<file path="config.mk">
export PLATFORM = sky130hd
export DESIGN_NAME = pha_peak_detect
export DESIGN_NICKNAME = d
export VERILOG_FILES = /design/src/rtl/pha_peak_detect.sv
export SDC_FILE = /design/constraint.sdc
export NUM_CORES = 1
export LEC_CHECK = 0
export BUFFER_PORTS_ARGS = -buffer_cell sky130_fd_sc_hd__buf_2
export CORE_ASPECT_RATIO = 1.25
export CORE_MARGIN = 2
export CORE_UTILIZATION = 40
export CTS_CLUSTER_DIAMETER = 120
export DETAILED_ROUTE_END_ITERATION = 16
export PLACE_DENSITY = 0.67
export SLEW_MARGIN = 20
export SYNTH_ARGS = -nofsm -noshare
export SYNTH_HDL_FRONTEND = slang
export SYNTH_SLANG_ARGS = --single-unit
</file>
<file path="constraint.sdc">
create_clock -name clk_i -period 18.7 [get_ports clk_i]
set_clock_uncertainty 0.2 [all_clocks]
set_input_delay 0.935 -clock clk_i [delete_from_list [all_inputs] [get_ports clk_i]]
set_output_delay 0.935 -clock clk_i [all_outputs]
set_load 0.05 [all_outputs]
</file>
<file path="src/rtl/pha_peak_detect.sv">
// Pulse-height analyser front end: 8-sample moving average minus a lagged
// 8-sample baseline, LLD trigger, peak tracking and a one-deep PH output
// register towards the waveform-memory writer (valid/ready).
module pha_peak_detect #(
    parameter int DW        = 10,
    parameter int BASE_LAG  = 32,
    parameter int MAX_WIDTH = 255,
    parameter int DEAD      = 16
) (
    input  logic          clk_i,
    input  logic          rst_i,
    input  logic          sample_en_i,
    input  logic [DW-1:0] wavex_i,
    input  logic          arm_i,
    input  logic [DW-1:0] lld_i,
    input  logic          ph_ready_i,
    output logic          ph_valid_o,
    output logic [DW-1:0] ph_o,
    output logic          trig_o,
    output logic [7:0]    ovf_cnt_o
);

    localparam int DEPTH = BASE_LAG + 8;
    localparam int SW    = DW + 3;
    localparam int FW    = $clog2(DEPTH + 1);
    localparam int WW    = $clog2(MAX_WIDTH + 1);
    localparam int CW    = $clog2(DEAD + 1);

    typedef enum logic [1:0] {S_IDLE, S_SEEK, S_PEAK, S_HOLD} state_t;

    logic [DEPTH-1:0][DW-1:0] dly_q;
    logic [SW-1:0]            sum_a, sum_b, avg_a, avg_b;
    logic [DW-1:0]            h_d, h_q;
    logic                     en_q, arm_q;
    logic [FW-1:0]            fill_q, fill_d;
    state_t                   state_q, state_d;
    logic [DW-1:0]            pk_q, pk_d, pk_new;
    logic [WW-1:0]            wid_q, wid_d;
    logic [CW-1:0]            dcnt_q, dcnt_d;
    logic                     emit;
    logic                     ph_valid_q, ph_valid_d, trig_q, trig_d;
    logic [DW-1:0]            ph_q, ph_d;
    logic [7:0]               ovf_q, ovf_d;

    // Window sums: sumA includes the incoming sample, sumB is the window
    // that will sit at s(BASE_LAG)..s(BASE_LAG+7) after this shift.
    always_comb begin
        sum_a = SW'(wavex_i);
        for (int i = 0; i < 7; i++) sum_a = sum_a + SW'(dly_q[i]);
        sum_b = '0;
        for (int i = 0; i < 8; i++) sum_b = sum_b + SW'(dly_q[BASE_LAG-1+i]);
        avg_a = sum_a >> 3;
        avg_b = sum_b >> 3;
        h_d   = (avg_a > avg_b) ? DW'(avg_a - avg_b) : '0;
    end

    // Sample delay line, registered height and the one-CLK-delayed strobe.
    always_ff @(posedge clk_i or posedge rst_i) begin
        if (rst_i) begin
            dly_q <= '0;
            h_q   <= '0;
            en_q  <= 1'b0;
        end else begin
            en_q <= sample_en_i;
            if (sample_en_i) begin
                dly_q <= {dly_q[DEPTH-2:0], wavex_i};
                h_q   <= h_d;
            end
        end
    end

    // Fill counter restarts on every arm rising edge, saturates at DEPTH.
    always_comb begin
        fill_d = fill_q;
        if (arm_i && !arm_q)
            fill_d = '0;
        else if (en_q && fill_q != FW'(DEPTH))
            fill_d = fill_q + FW'(1);
    end

    // Trigger FSM; steps on en_q, but disarm drops to IDLE immediately.
    always_comb begin
        state_d = state_q;
        pk_d    = pk_q;
        wid_d   = wid_q;
        dcnt_d  = dcnt_q;
        emit    = 1'b0;
        pk_new  = (h_q > pk_q) ? h_q : pk_q;
        if (!arm_i) begin
            state_d = S_IDLE;
        end else if (en_q) begin
            case (state_q)
                S_IDLE: state_d = S_SEEK;
                S_SEEK: begin
                    if (fill_q == FW'(DEPTH) && h_q > lld_i) begin
                        state_d = S_PEAK;
                        pk_d    = h_q;
                        wid_d   = WW'(1);
                    end
                end
                S_PEAK: begin
                    pk_d  = pk_new;
                    wid_d = wid_q + WW'(1);
                    if (h_q <= lld_i || wid_q == WW'(MAX_WIDTH)) begin
                        emit    = 1'b1;
                        dcnt_d  = CW'(DEAD);
                        state_d = S_HOLD;
                    end
                end
                S_HOLD: begin
                    dcnt_d = dcnt_q - CW'(1);
                    if (dcnt_q == CW'(1)) state_d = S_SEEK;
                end
                default: state_d = S_IDLE;
            endcase
        end
    end

    // Output register: load on emit when free or being drained, else count
    // a dropped event; a plain transfer empties the register.
    always_comb begin
        ph_d       = ph_q;
        ph_valid_d = ph_valid_q;
        ovf_d      = ovf_q;
        trig_d     = (state_d == S_PEAK);
        if (emit) begin
            if (!ph_valid_q || ph_ready_i) begin
                ph_d       = pk_new;
                ph_valid_d = 1'b1;
            end else if (ovf_q != 8'hFF) begin
                ovf_d = ovf_q + 8'd1;
            end
        end else if (ph_valid_q && ph_ready_i) begin
            ph_valid_d = 1'b0;
        end
    end

    // State, event tracking and output registers.
    always_ff @(posedge clk_i or posedge rst_i) begin
        if (rst_i) begin
            arm_q      <= 1'b0;
            fill_q     <= '0;
            state_q    <= S_IDLE;
            pk_q       <= '0;
            wid_q      <= '0;
            dcnt_q     <= '0;
            ph_q       <= '0;
            ph_valid_q <= 1'b0;
            ovf_q      <= '0;
            trig_q     <= 1'b0;
        end else begin
            arm_q      <= arm_i;
            fill_q     <= fill_d;
            state_q    <= state_d;
            pk_q       <= pk_d;
            wid_q      <= wid_d;
            dcnt_q     <= dcnt_d;
            ph_q       <= ph_d;
            ph_valid_q <= ph_valid_d;
            ovf_q      <= ovf_d;
            trig_q     <= trig_d;
        end
    end

    assign ph_o       = ph_q;
    assign ph_valid_o = ph_valid_q;
    assign trig_o     = trig_q;
    assign ovf_cnt_o  = ovf_q;

endmodule

</file>
==> run summary <==
The run gives 0 as the number of resized instances in the post-cts repair step. Walking the worst path, the cells encountered are inv_1, fa_1, inv_1, fa_1, fa_1, inv_1, fa_1, nor2_1, fa_1, a21o_1, a21oi_1, nor2b_1, o21a_1, o41ai_1, xor2_1, ha_1, nand4_1, a21oi_1, a2111oi_1, o21a_1, o32ai_1. The die is 267 um tall. The tools report the number of fill cells as 4862. The signed area change from the synthesized netlist to the final layout was 11.5%; the number of nets with antenna violations after detailed routing was 0.

Prior to clock tree synthesis, the placed netlist has a worst setup slack of 11630 ps. In the routed design, unresolved DRC markers number 0. The number of warning messages in the yosys log was 0; the first-iteration detailed-routing DRC count was 722. The data arrival at the endpoint of the critical path was 6780 ps. The worst hold path belongs to the class in2async. The logs give 13.2% for the overall fraction of global-route tracks in use and 0 for the global-route congestion overflow total. Data required time at the worst endpoint: 18890 ps. The tools report the CTS root buffer as sky130_fd_sc_hd__clkbuf_16.

Summing every instance area after synthesis gives 0.0221 mm2. The async set or reset register ratio after synthesis is 100%. The worst-margin pin slew was 1110 ps. Class of the most critical setup path: reg2reg. Setup repair after global routing left no endpoint under its margin. The TritonCTS sink count was 453; the share of cells above drive strength 1 was 23.1%.

The routed design has 35.8 mm of wire. Chip width: 214 um. Commonest register cell after synthesis: sky130_fd_sc_hd__dfrtp_1. The number of standard-cell rows in the floorplan is 96. The post-CTS clock slew at the launch and capture registers of the worst setup and hold paths was 60 ps.

For this run, the post-layout net count is 2030. The wire-length estimate of the detail-placed layout is 24.1 mm. The number of antenna diodes in the final layout is 0. The number of endpoints with negative hold slack in the final report was 0; the largest stage delay on the critical path was 560 ps. Max-cap violations in this run came to 0. Number of antenna violations at the first check in global routing: 0.

For the total via count after detailed routing, the log shows 12381. When the netlist entered floorplanning its net count stood at 1991. The first global-routing pass estimated 63.1 mm of wire. The synthesized area divided by synthesized cell count is 12.3 um2. The max-slew violation total from the final report is 0. The number of buffers added on ports works out to 44.

The unique cell type count in the Yosys netlist is 61, and the post-CTS setup buffer count is 0. The tools report the kind of launch point of the worst setup path as a register. The count of buffering cells on the critical path with inverters included came out at 3. Maximum buffer depth of the clock tree: 3. The run gives 152 MHz as the maximum operating frequency. Kind of end point of the critical path: a register. The number of global-route vias before repair is 13208, and the core box area is 0.0547 mm2. The worst pin sits at a relative slew slack of 26.1%.

The largest individual stage delay along the critical path comes from the cell sky130_fd_sc_hd__a2111oi_1. On the critical path the largest part of the delay comes from adder cells. Number of ports placed on the die boundary: 45. TritonCTS built the clock tree. The first TritonRoute pass finished after 4 iterations.

The maximum fanout along the worst path works out to 10. The congestion estimate from routability-driven global placement came to 0.825. In this run, post-CTS hold repair placed 0 buffers. In the final routed layout, each cell accounts on average for 13.8 um.

In this run, synthesis produced a sequential element count of 453. The die covers 0.0570 mm2. Dividing the detail-routed via count by the number of cells gives 4.76.

The gate count of the mapped netlist was 1789; the number of enable-type register cells in the synthesized netlist was 0. Dividing the final minimum period by the clock period gives 35.2%. The tools report the final setup violation count as 0. The later pin in the worst-skew pair is clocked with a latency of 570 ps.

Once placement completed, the tool counted placed cells totaling 2514. Once routing completed, OpenROAD measured the worst setup slack at 12110 ps. The run finished with clean final reports. The run gives 0 ps as the sum of negative setup slack. For this configuration, the core starts out at a cell density of 40.4%. The run gives 174 as the maximum number of pins on one net before global-route repair. The number of clock buffers added by TritonCTS is 47.

The cell seen most often among critical-path stages is sky130_fd_sc_hd__fa_1. In this run the number of H-tree levels came out at 2. The smallest clock period supported by the final layout is computed as 6590 ps. After synthesis, flip-flops and latches occupy 51.4% of the total area. Leaving out filler cells and counting taps, the final layout contains 2599.
state kept, by name, summed over array words and instances (netlist names), 2 cells and up:
signal     count
fill_q         6
wid_q          8
h_q           10
dcnt_q         5
ovf_cnt_o      8
pk_q          10
dly_q        390
ph_o          10
state_q        2
worst paths after layout:
| path | from | to | slack (ps) | cells after the start |
|---|---|---|---|---|
| max | dly_q[312]$_DFFE_PP0P_ | h_q[1]$_DFFE_PP0P_ | 12110 | 21 |
| min | rst_i | dly_q[207]$_DFFE_PP0P_ | 220 | 2 |
| max reg2reg | dly_q[312]$_DFFE_PP0P_ | h_q[1]$_DFFE_PP0P_ | 12110 | 21 |
| min reg2reg | dly_q[351]$_DFFE_PP0P_ | dly_q[361]$_DFFE_PP0P_ | 280 | 2 |
| max in group asynchronous | rst_i | wid_q[3]$_DFFE_PP0P_ | 16590 | 3 |
| min in group clk_i | dly_q[351]$_DFFE_PP0P_ | dly_q[361]$_DFFE_PP0P_ | 280 | 2 |
metal layers:
metal / global-route usage, % / share of wire (%) / up-vias
met5: 0 / 0 / -
li1: - / - / 5927
met4: 5.01 / 2.9 / 0
met3: 1.98 / 2.9 / 64
met1: 16.7 / 44 / 6266
met2: 22.9 / 50 / 124
cell type report:
class                           instances  area, um2  share of cell area [%]
Sequential cell                       453      11300                    46.1
Multi-Input combinational cell        986       9350                    38.0
Inverter                              288       1090                    4.45
Timing Repair Buffer                   52        307                    1.25
Tap cell                              735        920                    3.74
Clock buffer                           70       1380                    5.63
Clock inverter                         15        200                   0.814
kinds of logic after synthesis:
group | after synthesis | synth area share [%]
xor gates and xnor gates | 35 | 1.39
and+or+nand+nor | 253 | 5.32
AOI/OAI and AO/OA | 207 | 5.70
adders and majority gates | 177 | 14.0
DFF | 453 | 51.4
buffers and inverters | 350 | 6.20
muxes | 314 | 16.0
cell usage after synthesis, types with 4 or more instances:
library cell / n / share of area [%]
sky130_fd_sc_hd__dfrtp_1: 453 / 51
sky130_fd_sc_hd__mux2_2: 290 / 15
sky130_fd_sc_hd__inv_1: 288 / 4.9
sky130_fd_sc_hd__nand2_1: 119 / 2.0
sky130_fd_sc_hd__fa_1: 117 / 11
sky130_fd_sc_hd__o21ai_0: 111 / 2.5
sky130_fd_sc_hd__ha_1: 60 / 3.4
sky130_fd_sc_hd__nor2_1: 45 / 0.77
sky130_fd_sc_hd__buf_2: 37 / 0.84
sky130_fd_sc_hd__a21oi_1: 27 / 0.61
sky130_fd_sc_hd__clkbuf_1: 22 / 0.37
sky130_fd_sc_hd__mux2i_1: 20 / 0.91
sky130_fd_sc_hd__xnor2_1: 19 / 0.75
sky130_fd_sc_hd__xor2_1: 16 / 0.64
sky130_fd_sc_hd__nand4_1: 14 / 0.40
sky130_fd_sc_hd__nor3_1: 14 / 0.32
sky130_fd_sc_hd__nand3_1: 13 / 0.29
sky130_fd_sc_hd__nand2b_1: 11 / 0.31
sky130_fd_sc_hd__and3_1: 8 / 0.23
sky130_fd_sc_hd__and2_1: 7 / 0.20
sky130_fd_sc_hd__o21a_1: 7 / 0.24
sky130_fd_sc_hd__o32ai_1: 7 / 0.28
sky130_fd_sc_hd__a21o_1: 6 / 0.20
sky130_fd_sc_hd__nor2b_1: 6 / 0.17
sky130_fd_sc_hd__o21ai_1: 5 / 0.11
sky130_fd_sc_hd__or3_1: 5 / 0.14
sky130_fd_sc_hd__a31oi_1: 4 / 0.11
sky130_fd_sc_hd__o31ai_1: 4 / 0.14
sky130_fd_sc_hd__o41ai_1: 4 / 0.16
layout by cell type, fill, tap and decap left out, types with 6 or more instances in the layout:
master                      instances
sky130_fd_sc_hd__a21o_1             6
sky130_fd_sc_hd__a21oi_1           27
sky130_fd_sc_hd__and2_1             7
sky130_fd_sc_hd__and3_1             8
sky130_fd_sc_hd__buf_2             43
sky130_fd_sc_hd__buf_4              6
sky130_fd_sc_hd__clkbuf_1          12
sky130_fd_sc_hd__clkbuf_16         48
sky130_fd_sc_hd__clkbuf_8          10
sky130_fd_sc_hd__clkinv_2           6
sky130_fd_sc_hd__dfrtp_1          453
sky130_fd_sc_hd__fa_1             117
sky130_fd_sc_hd__ha_1              60
sky130_fd_sc_hd__inv_1            287
sky130_fd_sc_hd__mux2_2           290
sky130_fd_sc_hd__mux2i_1           20
sky130_fd_sc_hd__nand2_1          119
sky130_fd_sc_hd__nand2b_1          11
sky130_fd_sc_hd__nand3_1           13
sky130_fd_sc_hd__nand4_1           14
sky130_fd_sc_hd__nor2_1            45
sky130_fd_sc_hd__nor2b_1            6
sky130_fd_sc_hd__nor3_1            14
sky130_fd_sc_hd__o21a_1             7
sky130_fd_sc_hd__o21ai_0          111
sky130_fd_sc_hd__o32ai_1            7
sky130_fd_sc_hd__xnor2_1           19
sky130_fd_sc_hd__xor2_1            16
through the flow:
stage	hold WS [ps]	utilization, %	cell area (um2)
floorplan	249	-	22100
global placement	260	42.1	23000
detailed placement	269	42.1	23000
CTS	279	45.0	24600
global route	306	45.0	24600
finish	218	45.0	24600
Power is not shown: default switching activity piles up to over one toggle a cycle in this logic, so the estimate is an artifact.
